[config.mk]
export PLATFORM = sky130hd
export DESIGN_NAME = imem_loader
export DESIGN_NICKNAME = d
export VERILOG_FILES = /design/src/rtl/imem_loader_pkg.sv /design/src/rtl/imem_loader_word_packer.sv /design/src/rtl/imem_loader.sv
export SDC_FILE = /design/constraint.sdc
export NUM_CORES = 1
export LEC_CHECK = 0
export BUFFER_PORTS_ARGS = -buffer_cell sky130_fd_sc_hd__buf_2
export CAP_MARGIN = 20
export CORE_ASPECT_RATIO = 0.75
export CORE_MARGIN = 2
export CORE_UTILIZATION = 40
export CTS_CLUSTER_DIAMETER = 100
export DETAILED_ROUTE_END_ITERATION = 6
export HOLD_SLACK_MARGIN = 0.15
export SLEW_MARGIN = 25
export SYNTH_ARGS = -nofsm -noshare
export SYNTH_HDL_FRONTEND = slang
export SYNTH_HIERARCHICAL = 1
export SYNTH_SLANG_ARGS = --single-unit
[constraint.sdc]
create_clock -name clk -period 2.48 [get_ports clk]
set_clock_uncertainty 0.1 [all_clocks]
set_input_delay 0 -clock clk [delete_from_list [all_inputs] [get_ports clk]]
set_output_delay 0 -clock clk [all_outputs]
set_load 0.005 [all_outputs]
[src/rtl/imem_loader_pkg.sv]
// Shared types and sizing for the instruction-memory loader.
// Memory geometry and the loader FSM state encoding live here.
package imem_loader_pkg;

    localparam int IMEM_DEPTH     = 64;
    localparam int BYTES_PER_WORD = 4;

    typedef enum logic [2:0] {
        IDLE,
        RECV,
        WRITE,
        FILL,
        DONE
    } state_t;

endpackage

[src/rtl/imem_loader_word_packer.sv]
// Assembles incoming bytes little-endian into one instruction word.
// Flags the byte that completes the word so the FSM can leave RECV on the same edge.
module imem_loader_word_packer
    import imem_loader_pkg::*;
(
    input  logic                          clk,
    input  logic                          reset_n,
    input  logic                          clear,
    input  logic                          load,
    input  logic [7:0]                    data,
    output logic [8*BYTES_PER_WORD-1:0]   word,
    output logic                          word_ready
);

    logic [1:0] bcnt;

    assign word_ready = load && (bcnt == 2'(BYTES_PER_WORD - 1));

    // Clearing zeroes the word as well, so the same register can feed zeros during fill.
    always_ff @(posedge clk or negedge reset_n) begin
        if (!reset_n) begin
            word <= '0;
            bcnt <= '0;
        end else if (clear) begin
            word <= '0;
            bcnt <= '0;
        end else if (load) begin
            word[{bcnt, 3'b000} +: 8] <= data;
            bcnt                      <= bcnt + 2'd1;
        end
    end

endmodule

[src/rtl/imem_loader.sv]
// Streams a byte-serial program into the instruction memory, zero-filling the tail,
// while holding the processor in reset for the duration of the load.
module imem_loader
    import imem_loader_pkg::*;
#(
    parameter int N     = 32,
    parameter int DEPTH = IMEM_DEPTH,
    parameter int AW    = 6
) (
    input  logic          clk,
    input  logic          reset_n,
    input  logic          start,
    input  logic [6:0]    len,
    input  logic [7:0]    rx_data,
    input  logic          rx_valid,
    output logic          rx_ready,
    output logic          wr_en,
    output logic [AW-1:0] wr_addr,
    output logic [N-1:0]  wr_data,
    output logic          busy,
    output logic          done,
    output logic          cpu_hold
);

    localparam logic [AW:0] DEPTH_IDX = (AW + 1)'(DEPTH);
    localparam logic [AW:0] LAST_IDX  = (AW + 1)'(DEPTH - 1);
    localparam logic [AW:0] ONE       = (AW + 1)'(1);

    state_t      state;
    logic [AW:0] idx;
    logic [AW:0] len_q;
    logic [AW:0] len_clamped;
    logic        accept;
    logic        pack_clear;
    logic        word_ready;
    logic [N-1:0] word;

    assign len_clamped = (len > DEPTH_IDX) ? DEPTH_IDX : len;
    assign accept      = rx_valid && rx_ready;
    assign pack_clear  = ((state == IDLE) && start) || (state == WRITE);
    assign wr_addr     = idx[AW-1:0];
    assign wr_data     = word;
    assign cpu_hold    = busy;

    imem_loader_word_packer packer (
        .clk        (clk),
        .reset_n    (reset_n),
        .clear      (pack_clear),
        .load       (accept),
        .data       (rx_data),
        .word       (word),
        .word_ready (word_ready)
    );

    // Outputs are assigned alongside each state change so they are valid in the new state.
    always_ff @(posedge clk or negedge reset_n) begin
        if (!reset_n) begin
            state    <= IDLE;
            idx      <= '0;
            len_q    <= '0;
            rx_ready <= 1'b0;
            wr_en    <= 1'b0;
            busy     <= 1'b0;
            done     <= 1'b0;
        end else begin
            case (state)
                IDLE: begin
                    if (start) begin
                        idx   <= '0;
                        len_q <= len_clamped;
                        busy  <= 1'b1;
                        if (len_clamped != '0) begin
                            state    <= RECV;
                            rx_ready <= 1'b1;
                        end else begin
                            state <= FILL;
                            wr_en <= 1'b1;
                        end
                    end
                end
                RECV: begin
                    if (word_ready) begin
                        state    <= WRITE;
                        rx_ready <= 1'b0;
                        wr_en    <= 1'b1;
                    end
                end
                WRITE: begin
                    idx <= idx + ONE;
                    if (idx == len_q - ONE) begin
                        if (len_q < DEPTH_IDX) begin
                            state <= FILL;
                        end else begin
                            state <= DONE;
                            wr_en <= 1'b0;
                            done  <= 1'b1;
                        end
                    end else begin
                        state    <= RECV;
                        wr_en    <= 1'b0;
                        rx_ready <= 1'b1;
                    end
                end
                FILL: begin
                    idx <= idx + ONE;
                    if (idx == LAST_IDX) begin
                        state <= DONE;
                        wr_en <= 1'b0;
                        done  <= 1'b1;
                    end
                end
                DONE: begin
                    state <= IDLE;
                    done  <= 1'b0;
                    busy  <= 1'b0;
                end
                default: begin
                    state    <= IDLE;
                    rx_ready <= 1'b0;
                    wr_en    <= 1'b0;
                    busy     <= 1'b0;
                    done     <= 1'b0;
                end
            endcase
        end
    end

endmodule

Yosys cells after proc, flatten, opt, wreduce, memory -nomap -nowiden
Cells that the tools add are included.
{"block": "op_classes", "n_reduce_logical": 19, "n_lt_le_gt_ge": 2, "bitwise": 4, "addsub": 4, "n_eq_ne": 16, "mux": 33, "n_shift": 2}
{"op": "2-to-1 mux 32 bit", "n": 2}
{"op": "bitwise mux 32 bit", "n": 1}
{"op": "variable shift 8 x 7 -> 32 bit (first input constant)", "n": 1}
{"op": "variable part select 8 x 7 -> 32 bit", "n": 1}
{"op": "2-to-1 mux 3 bit", "n": 5}
{"op": "2-to-1 mux 1 bit", "n": 14}
{"op": "2-to-1 mux 7 bit", "n": 2}
{"op": "case mux 7 bit (2 select lines)", "n": 1}
{"op": "case mux 3 bit (4 select lines)", "n": 1}
{"op": "inequality test 2 bit (second input constant)", "n": 5}
{"op": "adder 7 x 1 -> 7 bit (second input constant)", "n": 1}
{"op": "equality test 7 x 6 -> 1 bit (second input constant)", "n": 1}
{"op": "equality test 7 bit", "n": 1}
{"op": "> comparator 7 bit (second input constant)", "n": 1}
{"op": "< comparator 7 bit (second input constant)", "n": 1}
{"op": "negation 5 -> 7 bit", "n": 1}
{"op": "nonzero test 7 bit", "n": 1}
{"op": "subtractor 7 x 1 -> 7 bit (second input constant)", "n": 1}
{"op": "equality test 3 x 2 -> 1 bit (second input constant)", "n": 2}
{"op": "2-to-1 mux 2 bit", "n": 3}
{"op": "inequality test 2 x 1 -> 1 bit (second input constant)", "n": 3}
{"op": "AND reduction 2 bit", "n": 3}
{"op": "AND reduction 6 bit", "n": 1}
{"op": "OR reduction 2 bit", "n": 3}
{"op": "other kinds (18)", "n": 24}
{"block": "word_totals", "in_bits": 19, "output_inout_bits": 43, "word_cells": 89, "regBits": 55}

Depth between registers and ports, before layout
Gate-level depths: netlist (run 1).
{"block": "depth", "word_depth": 6, "mapped_depth": 9, "depth_no_buf": 7}

Modules after synthesis
The synthesis (run 1) kept the hierarchy.
{"module": "imem_loader_word_packer", "cells_each": 106, "area_each_um2": 1458.9, "seq_area_each_um2": 850.8, "n_inst": 1}
{"module": "imem_loader", "cells_each": 149, "area_each_um2": 1300.0, "seq_area_each_um2": 525.5, "n_inst": 1}

Worst setup path before layout (run 1)
OpenSTA, ideal clock, no wires.
{"block": "synth_path", "path_type": "reg2reg", "startpoint": "reg rx_ready", "endpoint": "reg state[1]", "period_less_slack_ns": 2.041, "path_stages_with_launch": 8, "required_ns": 2.244, "arrival_ns": 1.805, "setup_time_ns": 0.136, "setup_slack_ns": 0.439, "path_buffers": 1, "path_cell_list": "dfrtp_1 -> and2_1 -> buf_6 -> and2_1 -> o21a_1 -> a311oi_1 -> nor3_1 -> or3b_2"}
{"block": "synth_via", "elab_chain_cells": 4}
{"item": "start: declaration", "line_no": "imem_loader.sv:16", "text": "output logic rx_ready,"}
{"item": "start signal: assignment", "line_no": "imem_loader.sv:61", "text": "rx_ready <= 1'b0;"}
{"item": "start signal: assignment", "line_no": "imem_loader.sv:74", "text": "rx_ready <= 1'b1;"}
{"item": "start signal: assignment", "line_no": "imem_loader.sv:84", "text": "rx_ready <= 1'b0;"}
{"item": "logical AND 1 bit", "line_no": "imem_loader.sv:39", "text": "assign accept = rx_valid && rx_ready;"}
{"item": "net accept", "line_no": "imem_loader.sv:33", "text": "logic accept;"}
{"item": "logical AND 1 bit", "line_no": "imem_loader_word_packer.sv:17", "text": "assign word_ready = load && (bcnt == 2'(BYTES_PER_WORD - 1));"}
{"item": "net word_ready", "line_no": "imem_loader.sv:35", "text": "logic word_ready;"}
{"item": "inequality test 2 x 1 -> 1 bit (no source line)"}
{"item": "AND reduction 3 bit (no source line)"}
{"item": "end signal: assignment", "line_no": "imem_loader.sv:58", "text": "state <= IDLE;"}
{"item": "end signal: assignment", "line_no": "imem_loader.sv:73", "text": "state <= RECV;"}
{"item": "end signal: assignment", "line_no": "imem_loader.sv:76", "text": "state <= FILL;"}
{"item": "end: declaration", "line_no": "imem_loader.sv:29", "text": "state_t state;"}
The timed path passes the listed nets, and every way through them passes these cells.
A chain may end at the register's enable or synchronous reset.

Worst setup path in the final report (run 1)
{"block": "layout_path", "startpoint": "reg packer.bcnt[0]", "endpoint": "reg packer.word[17]"}
{"block": "layout_via", "elab_chain_cells": 5, "elab_cells_between_ends": 6, "classes_between": "add/sub: 1; shift: 2; mux: 3"}
{"item": "start: declaration", "line_no": "imem_loader_word_packer.sv:15", "text": "logic [1:0] bcnt;"}
{"item": "start signal: assignment", "line_no": "imem_loader_word_packer.sv:29", "text": "bcnt <= bcnt + 2'd1;"}
{"item": "negation 5 -> 7 bit *", "line_no": "imem_loader_word_packer.sv:28", "text": "word[{bcnt, 3'b000} +: 8] <= data;"}
{"item": "variable part select 8 x 7 -> 32 bit / variable shift 8 x 7 -> 32 bit (equally long branches)", "line_no": "imem_loader_word_packer.sv:28"}
{"item": "bitwise mux 32 bit *", "line_no": "imem_loader_word_packer.sv:28"}
{"item": "2-to-1 mux 32 bit *", "line_no": "imem_loader_word_packer.sv:27", "text": "end else if (load) begin"}
{"item": "2-to-1 mux 32 bit *", "line_no": "imem_loader_word_packer.sv:24", "text": "end else if (clear) begin"}
{"item": "end signal: indexed assignment", "line_no": "imem_loader_word_packer.sv:28"}
{"item": "end: declaration", "line_no": "imem_loader_word_packer.sv:11", "text": "output logic [8*BYTES_PER_WORD-1:0] word,"}
Mark *: on every way between the ends. The rest lies on a longest branch, timed or not. The select of a mux whose other input is x is not followed.

==> results by stage, run 1 <==
Worst setup path:
- The critical path in this run is classified as flip-flop to flip-flop.
- The signal on the critical path passes through buf_4 > inv_1 > ha_1 > and4bb_1 > a32o_1.
- The cell family contributing the most delay on the critical path is simple AND/OR/NAND/NOR gates.
- On the worst path, the slowest cell contributes a delay of slightly above 0.6 ns.
- Of all nets on the critical path, the largest fanout is 16.
- The endpoint type of the worst setup path is a flip-flop.
- The critical path contains buffers and inverters numbering 2 combined.
- The critical path startpoint category is a flip-flop.
- The arrival time at the worst endpoint is about 2.2 ns.
- The critical-path cell with the highest stage delay is sky130_fd_sc_hd__and4bb_1.
- The required time of the worst setup path is roughly 2.6 ns.

Logic synthesis:
- After synthesis, the largest family of logic cells by area is compound AO/OA/AOI/OAI gates.
- By area the synthesized netlist is led by sky130_fd_sc_hd__dfrtp_1 50%, sky130_fd_sc_hd__a32o_1 12%, sky130_fd_sc_hd__ha_1 3.2%, sky130_fd_sc_hd__nor2b_1 2.9%, sky130_fd_sc_hd__nand2_1 2.9%.
- The cell area that synthesis handed to floorplanning was 2759 sq um.
- Of the total synthesized cell area, the portion taken by full adders, half adders and majority gates is 0.03175.
- The cell taking the most area after synthesis is sky130_fd_sc_hd__dfrtp_1.
- When the netlist entered floorplanning its net count stood at about 280.
- The mean instance size in the synthesized netlist is 10.82 sq um.
- The most numerous cell in the Yosys netlist is sky130_fd_sc_hd__dfrtp_1.
- The synthesized-area fraction occupied by ao, oa, aoi and oai cells was 0.1841.
- Among all flip-flop cells after synthesis, the most frequent one is sky130_fd_sc_hd__dfrtp_1.
- Ranked by instance count, the synthesized netlist is headed by 55 x sky130_fd_sc_hd__dfrtp_1, 32 x sky130_fd_sc_hd__a32o_1, 21 x sky130_fd_sc_hd__nand2_1.
- Counting flops with an async set or reset pin after synthesis yields a share of 1.000.
- The number of instances in the synthesized netlist is around 260.
- Counting flops with a built-in enable in the synthesized netlist gives 0.
- The register bit total from synthesis is between 50 and 60.
- The share of synthesized area in the top cell type comes to 0.4989.
- The number of library cell types mapped by synthesis is 45.
- The share of the Yosys chip area taken by registers is 0.4989.
- Of the total synthesized cell area, the portion taken by XOR and XNOR cells is 0.03810.
- The yosys synthesis warning count is 6.
- Of the total synthesized cell area, the portion taken by AND, OR, NAND and NOR gates is 0.1692.
- The portion of synthesized area spent on multiplexers is 0.01497.

Drt:
- For this run, design rule violations remaining after detail routing come to 0.
- In this run, the number of DRC markers left after iteration 0 of detailed routing was roughly 130.
- Wire segments on met3 add up to about 320 um in the final route.
- The wire length on met2 is around 3000 um.
- In the final routed layout, each cell accounts on average for between 15 and 20 um.
- The number of vias after detailed routing is 2,277.
- Once detail routing completed, the nets flagged for antenna violations numbered 0.
- The top routing layer in use is met4.
- The met1 layer wirelength in the final routing is 3564 um.
- The first detailed-routing pass ran for 4 iterations.
- For this block, the routed nets add up to between 6000 and 7000 um of wire.
- After detailed routing, the number of vias per cell comes to 5.396.

STA:
- Setup repair after global routing left no endpoint under its margin.
- The actual slew at the worst max-slew pin is 0.6635 ns.
- Static timing analysis puts the maximum clock frequency at just under 0.5 GHz.
- The number of endpoints failing setup at the final stage is 0.
- The sum of negative setup slack is 0 ns.
- The count of final max-slew check failures was 0.
- The fraction of the cycle the final worst path needs is 0.8376.
- The number of hold violations in the final report is 0.
- In the post-route analysis, the smallest setup slack over all paths is just over 0.4 ns.
- The relative max-transition margin is 0.5576.
- The worst path needs slightly above 2 ns of the cycle, external delays included.

Power:
- Dividing total power by cell area gives a power density of approximately 990 nW/um^2.
- For this design the static power due to leakage is 1.663 nW.
- The maximum resistive drop on vdd is 424.6 uV.

Floorplanning:
- For this configuration, the core starts out at a cell density of 0.4097.
- The full die area is 7585 sq um.
- The floorplan die height is 75.93 um.
- The number of placed I/O pins is 62.
- The core area is 6734 sq um.
- In this run the core area contains 26 standard-cell rows.
- In this run the horizontal extent of the chip is 99.90 um.

Final layout:
- The number of fillers in the final layout is between 600 and 700.
- The layout cell share with drive strength beyond 1 is 0.2604.
- The repair_antennas step left the layout with diodes totalling 0.
- Compared with the post-synthesis result, the final layout area differs by 24.81%.
- The post-layout net count is roughly 360.
- After the flow finishes, the layout carries non-filler instances totaling approximately 420.
- The utilization after layout is 0.5113.

Clock network:
- The buffer depth of the longest clock path is 2.
- The clock-pin slew of the registers on the worst-case setup and hold paths is ~0.1 ns.
- The maximum level of the CTS H-tree is 2.
- The number of setup buffers added after CTS is 0.
- The number of hold buffers added after CTS was 23.
- The CTS buffer count is 5.
- The count of clock tree sinks is between 50 and 60.
- The number of gates given a new drive strength after cts is 0.
- The cell chosen for the clock root is sky130_fd_sc_hd__clkbuf_8.
- TritonCTS built the clock tree.
- The clock network latency to the later pin of the worst-skew pair is slightly above 0.3 ns.

Global route:
- The largest net degree at the start of global routing is 30.
- The via count of the first global-routing pass came to 2,123.
- The initial antenna violation count was 0.
- The residual overflow from global routing is 0.
- The first global-routing pass estimated roughly 11,000 um of wire.
- In the global route stage, overall resource usage came out at 0.1901.

Placement:
- The wire-length estimate of the detail-placed layout is approximately 4700 um.
- Once placement completed, the tool counted placed cells totaling between 300 and 400.
- The count of buffers added on input and output ports is 61.
- Routability-driven placement finished with a final weighted congestion of ~0.83.
- Prior to clock tree synthesis, the placed netlist has a worst setup slack of 0.4192 ns.

Hold path:
- In this run the worst hold path is classified as input pin to asynchronous set/reset pin.

Status:
- The run finished with clean final reports.

Job:
- The number of maximum-capacitance constraint violations is 0.
[worst paths after layout]
| check | from | endpoint | slack [ns] | depth (start not counted) |
|---|---|---|---|---|
| max in group asynchronous | reset_n | packer/word[4] | 1.40 | 3 |
| hold / removal | reset_n | len_q[2] | 0.15 | 2 |
| min in group clk | packer/word[22] | packer/word[22] | 0.40 | 1 |
| hold reg to reg | packer/word[22] | packer/word[22] | 0.40 | 1 |
| setup reg to reg | packer/bcnt[0] | packer/word[17] | 0.40 | 5 |
| setup / recovery | packer/bcnt[0] | packer/word[17] | 0.40 | 5 |
[registers in the layout, summed over array words and instances (netlist names)]
register / cells
idx: 7
busy: 1
packer/bcnt: 2
state: 3
wr_en: 1
rx_ready: 1
done: 1
len_q: 7
packer/word: 32
[layout make-up]
type	instances	area (sq um)	area share
Clock buffer	5	68.82	0.01999
Sequential cell	55	1376	0.3997
Multi-Input combinational cell	170	1209	0.3510
Clock inverter	3	25.02	0.007267
Timing Repair Buffer	96	625.6	0.1817
Inverter	9	33.78	0.009811
Tap cell	84	105.1	0.03052
[routing by layer]
layer,vias up,track usage
met5,-,0
li1,1089,-
met1,1118,0.3009
met4,0,0.06301
met2,62,0.2574
met3,8,0.03782
[through the flow]
stage / hold slack (ns) / power, mW / cell area, sq um
2_1_floorplan: -0.3956 / 2.421 / 2759
3_3_place_gp: -0.02694 / 2.843 / 3119
3_5_place_dp: -0.02582 / 2.858 / 3119
4_1_cts: 0.1554 / 3.417 / 3443
5_1_grt: 0.1981 / 3.660 / 3443
6_report: 0.1479 / 3.395 / 3443
[kinds of logic after synthesis]
group                      after synthesis
xor gates and xnor gates                12
DFF                                     55
and+or+nand+nor                         86
AOI/OAI and AO/OA                       61
muxes                                    4
buffers and inverters                   30
adders and majority gates                7
[cells in the final DEF, fill, tap and decap left out, types with 2 or more instances in the layout]
master	n
sky130_fd_sc_hd__buf_4	12
sky130_fd_sc_hd__a32o_1	32
sky130_fd_sc_hd__nand3b_1	6
sky130_fd_sc_hd__nor3_2	2
sky130_fd_sc_hd__nand2b_1	2
sky130_fd_sc_hd__clkinv_4	2
sky130_fd_sc_hd__xnor2_1	9
sky130_fd_sc_hd__nor2b_1	13
sky130_fd_sc_hd__buf_2	61
sky130_fd_sc_hd__ha_1	7
sky130_fd_sc_hd__nor3_1	4
sky130_fd_sc_hd__clkbuf_8	5
sky130_fd_sc_hd__and2_1	4
sky130_fd_sc_hd__mux2i_1	3
sky130_fd_sc_hd__a21oi_1	10
sky130_fd_sc_hd__xor2_1	3
sky130_fd_sc_hd__dlygate4sd3_1	23
sky130_fd_sc_hd__nor2_1	18
sky130_fd_sc_hd__inv_1	9
sky130_fd_sc_hd__nand3_1	3
sky130_fd_sc_hd__nand2_1	21
sky130_fd_sc_hd__o21ai_0	6
sky130_fd_sc_hd__dfrtp_1	55
sky130_fd_sc_hd__nand4_1	3
sky130_fd_sc_hd__a31oi_1	4
[report_power, final]
part | leakage (nW) | switching (mW) | total (mW) | internal [mW]
Clock | 0.0443 | 0.317 | 0.520 | 0.203
Combinational | 0.886 | 0.814 | 1.50 | 0.691
Sequential | 0.733 | 0.256 | 1.37 | 1.11
(Power assumes the default switching activity.)
==> run 2, diff against run 1 <==
- clock period: 2.48 -> 2.2 ns (I/O delays scaled with it)
==> run 2 against run 1 <==
Effect of this change: global-route usage fell by 0.51 points; design area grew 1.1%; largest power group unchanged; setup slack worse by 0.26 ns.
==> results by stage, run 2 (synthesis gave the netlist of run 1 again) <==
Worst setup path:
- The critical path is of the flip-flop to flip-flop type.
- The required time of the worst setup path is roughly 2.3 ns.
- The kind of cell adding the most delay to the critical path is simple AND/OR/NAND/NOR gates.
- Of all nets on the critical path, the largest fanout is 4.
- For the worst setup path, the data arrival time is ~2.1 ns.
- The critical path startpoint category is a flip-flop.
- The sum of buffers and inverters on the critical path is 0.
- The highest cell delay on the worst timing path is 0.45 ns.
- The worst setup path is captured at a flip-flop.
- The critical-path cell with the highest stage delay is sky130_fd_sc_hd__or3b_2.
- For the worst flop-to-flop path, the logic depth is 6.
- The number of gates on the worst path with buffers counted is 6.
- The critical path goes through ha_1 > and2_1 > o21a_1 > a311oi_2 > nor3_1 > or3b_2.

Clock network:
- The cell chosen for the clock root is sky130_fd_sc_hd__clkbuf_8.
- The CTS buffer count is 5.
- Once the clock tree was built, the setup fixing pass inserted 0 buffers.
- The clock tree from TritonCTS is built.
- The maximum level of the CTS H-tree is 2.
- The clock-pin slew of the registers on the worst-case setup and hold paths is approximately 0.10 ns.
- For the worst-skew pair, the clock arrives at the later sink with an insertion delay of a little over 0.3 ns.
- The clock passes through at most 2 buffers.
- The tree built by TritonCTS fans out to between 50 and 60 sinks.

Final layout:
- The growth of design area from synthesis to finish is 26.12%.
- Leaving out fill and tap cells, the most frequent cell in the layout is sky130_fd_sc_hd__buf_2.
- The count of inserted antenna diode cells is 0.
- The largest registers in the layout are packer/word: 32 flops, idx: 7 flops, len_q: 7 flops.
- The total non-filler cell area in the finished layout is ~3500 sq um.
- In the layout the commonest cells are 61 x sky130_fd_sc_hd__buf_2, 55 x sky130_fd_sc_hd__dfrtp_1, 32 x sky130_fd_sc_hd__a32o_1.
- Once layout is complete, the utilization of the core stands at 0.5167.
- The largest register by flop count is packer/word.
- The layout cell share with drive strength beyond 1 is 0.2663.
- The register with the most flip-flops in the layout has 32 of them.
- The number of fillers in the final layout is slightly above 600.
- Once layout is complete, the cells apart from fillers number ~420.
- In the final layout, the multi-input gates occupy 1215 sq um.
- The final layout contains 364 nets.
- Across the whole layout, storage elements account for 1376 sq um.

Status:
- The flow ran to the end, and the final reports show no timing, DRC or antenna violations.

Floorplanning:
- The number of placed I/O pins is 62.
- The die is 99.90 um wide.
- From bottom edge to top edge, the die measures 75.93 um.
- The core area is just under 7000 sq um.
- The initial utilization of the core area, before any placement, comes to 0.4097.
- The full die area is about 7600 sq um.
- The site row count is 26.

Global route:
- The first global-routing pass estimated 11,080 um of wire.
- The via count of the first global-routing pass is roughly 2,100.
- The largest net degree at the start of global routing is 56.
- The all-layer global routing usage is 0.1851.
- The initial antenna violation count came to 0.
- The residual overflow from global routing is 0.

Placement:
- The global placement routability congestion is just under 0.8.
- The post-place setup slack is about 0.14 ns.
- The number of port buffers is a little over 60.
- Counting tap cells, the placed design contains a total of approximately 390 instances.
- After detailed placement, the total cell area comes to 3147 sq um.
- The detailed placement HPWL is 4604 um.

Drt:
- The final route contains 2,260 vias.
- The routed length on met3 is around 300 um.
- In this run, the number of DRC markers left after iteration 0 of detailed routing was roughly 120.
- The detailed-route wire length is between 6000 and 7000 um.
- In the routed layout, each cell is associated on average with a via count of approximately 5.4.
- The number of DRC violations after detailed routing is 0.
- The average routed wire per standard cell is 15.76 um.
- Detailed routing placed a total of approximately 2700 um of wire on met2.
- The first-pass iteration count of the detailed router is 5.
- The post-detailed-route count of antenna-violating nets is 0.
- The met1 layer wirelength in the final routing is about 3500 um.
- The top routing layer in use is met4.

Hold path:
- Along the worst hold path, the cell count comes to 1.
- The worst hold path belongs to the class flip-flop to flip-flop.

Power:
- The worst-case IR drop observed on VDD is 583.4 uV.
- For this design the static power due to leakage is between 1.5 and 2 nW.
- The sum of internal, switching and leakage power is between 3 and 4 mW.
- For this design the ratio of total power to cell area is approximately 1100 nW/um^2.

Job:
- The number of maximum-capacitance constraint violations is 0.

STA:
- The count of final max-slew check failures was 0.
- Headroom to the max-slew limit came out at 0.5146.
- The shortest period the worst path allows is roughly 2.1 ns.
- Final hold analysis gives a worst-case slack of between 0.3 and 0.4 ns.
- Across all setup checks in the final design, the least slack found is around 0.15 ns.
- The number of endpoints failing setup at the final stage is 0.
- The fraction of the cycle the final worst path needs is 0.9340.
- The fmax is approximately 0.5 GHz.
- In the final timing run, aggregate negative setup slack is 0 ns.
- For the pin with the worst max-slew slack, the measured transition is ~0.73 ns.
- The number of hold violations in the final report is 0.
- Setup repair after global routing left no endpoint under its margin.
run 2: cell count changes in the layout (fill, tap and decap cells not counted), sizes merged:
| cell | before | now |
|---|---|---|
| buf | 73 | 75 |
| clkinv | 2 | 0 |
| bufinv | 0 | 1 |
| dlygate4sd3 | 23 | 22 |
run 2: what timing repair did:
action | 4_1_cts | 5_1_grt
hold buffers | 22 | 0
hold endpoints to repair | 97 | 0
endpoints found under the setup margin | 0 | 1
gates resized for setup | 0 | 1
run 2: final cells by class:
type / instances / area share
Clock buffer: 5 / 0.01978
Tap cell: 84 / 0.03020
Multi-Input combinational cell: 170 / 0.3492
Sequential cell: 55 / 0.3955
Clock inverter: 2 / 0.01079
Inverter: 9 / 0.009709
Timing Repair Buffer: 97 / 0.1848
run 2: worst paths after layout:
check | start | endpoint | slack, ns
setup / recovery | packer/bcnt[1] | state[1] | 0.15
hold / removal | packer/word[6] | packer/word[6] | 0.39
setup reg to reg | packer/bcnt[1] | state[1] | 0.15
hold reg to reg | packer/word[6] | packer/word[6] | 0.39
max in group asynchronous | reset_n | idx[6] | 1.07
min in group asynchronous | reset_n | len_q[0] | 0.67
run 2: per-layer routing:
metal / vias to the layer above / track usage
li1: 1092 / -
met1: 1106 / 0.3003
met2: 53 / 0.2466
met3: 9 / 0.03137
met4: 0 / 0.06027
met5: - / 0
run 2: report_power, final:
| part | switching (mW) | internal [mW] |
|---|---|---|
| Clock | 0.327 | 0.333 |
| Sequential | 0.271 | 1.26 |
| Combinational | 0.927 | 0.795 |
run 2: worst reg2reg max path: cells and delay by family, from the launching register on:
kind | cells | cell delay [ns]
fa+ha+maj | 1 | 0.23
compound gates | 2 | 0.44
flops | 1 | 0.44
simple gates | 3 | 0.72
==> run 3, diff against run 2 <==
- ABC_AREA: not set -> 0
- SYNTH_HIERARCHICAL: 1 -> not set
==> run 3 against run 2 <==
Effect of this change: synthesized cell count is 7.8% higher; register-to-register slack worse by 0.22 ns; first-iteration DRC count is 10% higher; global-route usage is 2.0 points higher; largest power group unchanged; the run now ends with negative setup slack left.
==> results by stage, run 3 <==
Clock network:
- Clock tree synthesis inserted a total of 5 buffers.
- The root buffer cell chosen for the clock tree is sky130_fd_sc_hd__clkbuf_8.
- The clock network latency to the later pin of the worst-skew pair is about 0.31 ns.
- The H-tree was split into 2 levels.
- The clock tree from TritonCTS is built.
- Clock-pin slew was measured on the worst setup and hold paths at 0.10 ns.
- The buffer depth of the longest clock path is 2.
- The clock net in this run drives a total of 55 sinks.

Worst setup path:
- The arrival time at the worst endpoint is 2.38 ns.
- The worst setup path is of the flip-flop to flip-flop kind.
- STA classifies the critical path startpoint as a flip-flop.
- The startpoint identified for the worst register-to-register timing path is len_q[1].
- The required time of the worst setup path is roughly 2.3 ns.
- Tracing the worst setup path back leads to its startpoint at len_q[1].
- STA classifies the critical path endpoint as a flip-flop.
- The maximum fanout count along the critical path is 2.

Drt:
- The number of DRC violations after detailed-routing iteration 0 is approximately 130.
- The final layout contains routed wiring with a total length of between 7000 and 8000 um.
- In the routed layout, each cell is associated on average with a via count of about 5.3.
- In the final routed layout, each cell accounts on average for 16.31 um.
- The post-detailed-route count of antenna-violating nets is 0.
- In the routed design, unresolved DRC markers number 0.
- The number of vias after detailed routing is roughly 2,400.
- The pre-antenna-repair detailed-routing pass consisted of 4 iterations.

Logic synthesis:
- In the synthesized netlist, the cells that appear most often are 55 x sky130_fd_sc_hd__dfrtp_1, 43 x sky130_fd_sc_hd__nor2_1, 33 x sky130_fd_sc_hd__a22oi_1.
- In this run, synthesis produced a sequential element count of 55.
- The share of the Yosys chip area taken by registers is 0.5109.
- Of the post-synthesis cell area, the dominant cell type holds 0.5109.
- The fraction of registers with async set or reset after synthesis is 1.000.
- By area the synthesized netlist is led by sky130_fd_sc_hd__dfrtp_1 51%, sky130_fd_sc_hd__a22oi_1 9.2%, sky130_fd_sc_hd__nor2_1 6.0%, sky130_fd_sc_hd__nand2_1 3.8%, sky130_fd_sc_hd__ha_1 3.3%.
- Yosys instantiated no cell more often than sky130_fd_sc_hd__dfrtp_1.
- The synthesized net count is roughly 300.
- Averaged over all synthesized cells, the footprint is slightly below 10 sq um.
- Yosys mapped a number of flops with a built-in enable equal to 0.
- The synthesized netlist occupies a cell area of between 2000 and 3000 sq um.
- The number of library cell types mapped by synthesis is 43.
- The cell count after synthesis came out at roughly 280.
- The primary flip-flop cell chosen by synthesis mapping is sky130_fd_sc_hd__dfrtp_1.
- The cell taking the most area after synthesis is sky130_fd_sc_hd__dfrtp_1.
- The Yosys step of the flow raised 0 warnings.

STA:
- Setup total negative slack on the finished layout was measured at -0.2074 ns.
- The fmax is 0.4388 GHz.
- The count of final max-slew check failures came to 0.
- At the pin with the least slew margin, the transition time is approximately 0.70 ns.
- Setup repair after global routing could not meet its margin everywhere.
- Subtracting the final worst setup slack from the clock period gives 2.279 ns.
- The worst path setup slack after routing is -0.07886 ns.
- The fraction of the cycle the final worst path needs is 1.036.
- The relative max-transition margin is 0.5357.
- Setup violations remaining at the end of the flow were counted as 3.
- The number of hold violations in the final report is 0.

Final layout:
- The layout cell share with drive strength beyond 1 is 0.2773.
- Measured on the finished design, the core utilization comes to 0.5614.
- packer.word holds more flip-flops than any other register.
- The number of flip-flops in the largest register is 32.
- The post-layout net count is 400.
- 0 antenna diodes ended up in the layout.
- The largest registers in the layout are packer.word: 32 flops, idx: 7 flops, len_q: 7 flops.
- In the layout the commonest cells are 61 x sky130_fd_sc_hd__buf_2, 55 x sky130_fd_sc_hd__dfrtp_1, 43 x sky130_fd_sc_hd__nor2_1.
- Compared with the post-synthesis result, the final layout area differs by 33.63%.
- The final cell count without fillers is 456.
- The total non-filler cell area in the finished layout is roughly 3600 sq um.
- The library cell used most frequently in the layout, excluding fill and tap cells, is sky130_fd_sc_hd__buf_2.

Placement:
- The number of port buffers is 61.
- At the end of routability-driven placement, the weighted congestion stood at approximately 0.86.
- The number of placed instances with taps included is roughly 420.
- The area of placed instances is 3203 sq um.
- The wire-length estimate of the detail-placed layout is between 5000 and 6000 um.

Power:
- The sequential group share of total power is 0.378.
- Of the total power, the share spent switching nets is 0.3754.
- Dividing total power by cell area gives a power density of between 1000 and 1500 nW/um^2.
- The completed layout was analyzed and its total power is 4.028 mW.
- The total leakage power is between 1.5 and 2 nW.
- Of the total power, combinational logic draws 0.423.
- The switching power of the nets is 1.512 mW.
- The internal power is approximately 2.5 mW.
- The share of total power dissipated in the clock network is 0.200.
- Across the VDD grid, the largest voltage drop is between 400 and 500 uV.

Job:
- Max-cap violations in this run came to 0.

Floorplanning:
- The die covers roughly 7400 sq um.
- In this run the vertical extent of the chip is around 75 um.
- The initial cell density of the core is 0.4201.
- The number of placed I/O pins is 62.
- Measured along the x axis, the die boundary spans slightly below 100 um.
- The core region is 6412 sq um.
- The initialized floorplan defines 25 standard-cell rows.

Global route:
- The largest net degree at the start of global routing is 56.
- The global routing stage identified its most utilized layer as met1.
- The first global-routing pass estimated 11,660 um of wire.
- The met2 layer usage reported by global route is 0.2973.
- The met1 usage in global routing is 0.3143.
- The initial antenna violation count is 0.
- In the global route stage, met3 resource usage came out at 0.04178.
- The residual overflow from global routing is 0.
- The via count of the first global-routing pass is roughly 2,300.
- The all-layer global routing usage is 0.2050.

Status:
- The final reports fail on negative setup slack.
- The run finished, with violations left.

Hold path:
- The path class of the tightest hold or removal check is input pin to asynchronous set/reset pin.
run 3: timing repair:
item                       in CTS  in global routing
cloned                          0                  0
hold buffers                   24                  0
pin swaps                       3                  2
resized for setup               2                  1
setup endpoints to repair       5                  6
hold endpoints to repair      100                  0
buffers inserted                0                  1
run 3: final timing paths:
| kind | end | slack (ns) | depth (start not counted) |
|---|---|---|---|
| max reg2reg | rx_ready | -0.08 | 5 |
| min reg2reg | busy | 0.41 | 1 |
| min in group clk | busy | 0.41 | 1 |
| max in group asynchronous | state[0] | 1.30 | 3 |
| max | rx_ready | -0.08 | 5 |
| min | len_q[0] | 0.24 | 3 |
run 3: per-layer routing:
metal / part of all wire / vias to the layer above
met1: 0.49 / 1175
met2: 0.44 / 79
li1: - / 1172
met3: 0.073 / 2
met5: 0 / -
met4: 0.0032 / 0
run 3: critical path: stages, from the launching register on:
cell,delay (ns)
sky130_fd_sc_hd__dfrtp_1,0.39
sky130_fd_sc_hd__or4_4,0.54
sky130_fd_sc_hd__or3_4,0.35
sky130_fd_sc_hd__a2111oi_4,0.34
sky130_fd_sc_hd__nand3_2,0.13
sky130_fd_sc_hd__o41a_1,0.33
run 3: power by group through the flow:
stage / registers, mW / clock network [mW] / logic, mW
after global routing: 1.56 / 0.861 / 1.90
after detailed placement: 1.54 / 0 / 1.63
after CTS: 1.52 / 0.819 / 1.70
after floorplan: 1.49 / 0 / 1.13
final: 1.52 / 0.804 / 1.70
after global placement: 1.53 / 0 / 1.60
run 3: cell families (layout without fill, tap and decap cells):
kind of cell,count (synthesis),count (layout),synth area share
buf+inv,27,127,0.04737
simple gates,102,102,0.1742
flops,55,55,0.5109
mux,2,2,0.007896
fa+ha+maj,7,7,0.03251
compound gates,69,69,0.1849
xor+xnor,13,13,0.04227
run 3: final cells by class:
type,count,area (sq um)
timing repair buffer,110,745.7
clock inverter,3,67.56
fill,597,2813
multi-input combinational,193,1206
tap,81,101.3
inverter,9,33.78
sequential,55,1376
clock buffer,5,68.82
run 3: through the flow:
stage | hold slack [ns] | setup WS, ns
finish | 0.2402 | -0.07886
global placement | 0.08053 | -0.1060
global route | 0.3393 | -0.1801
CTS | 0.2721 | -0.1518
detailed placement | 0.07338 | -0.1724
floorplan | -0.3956 | -0.1345
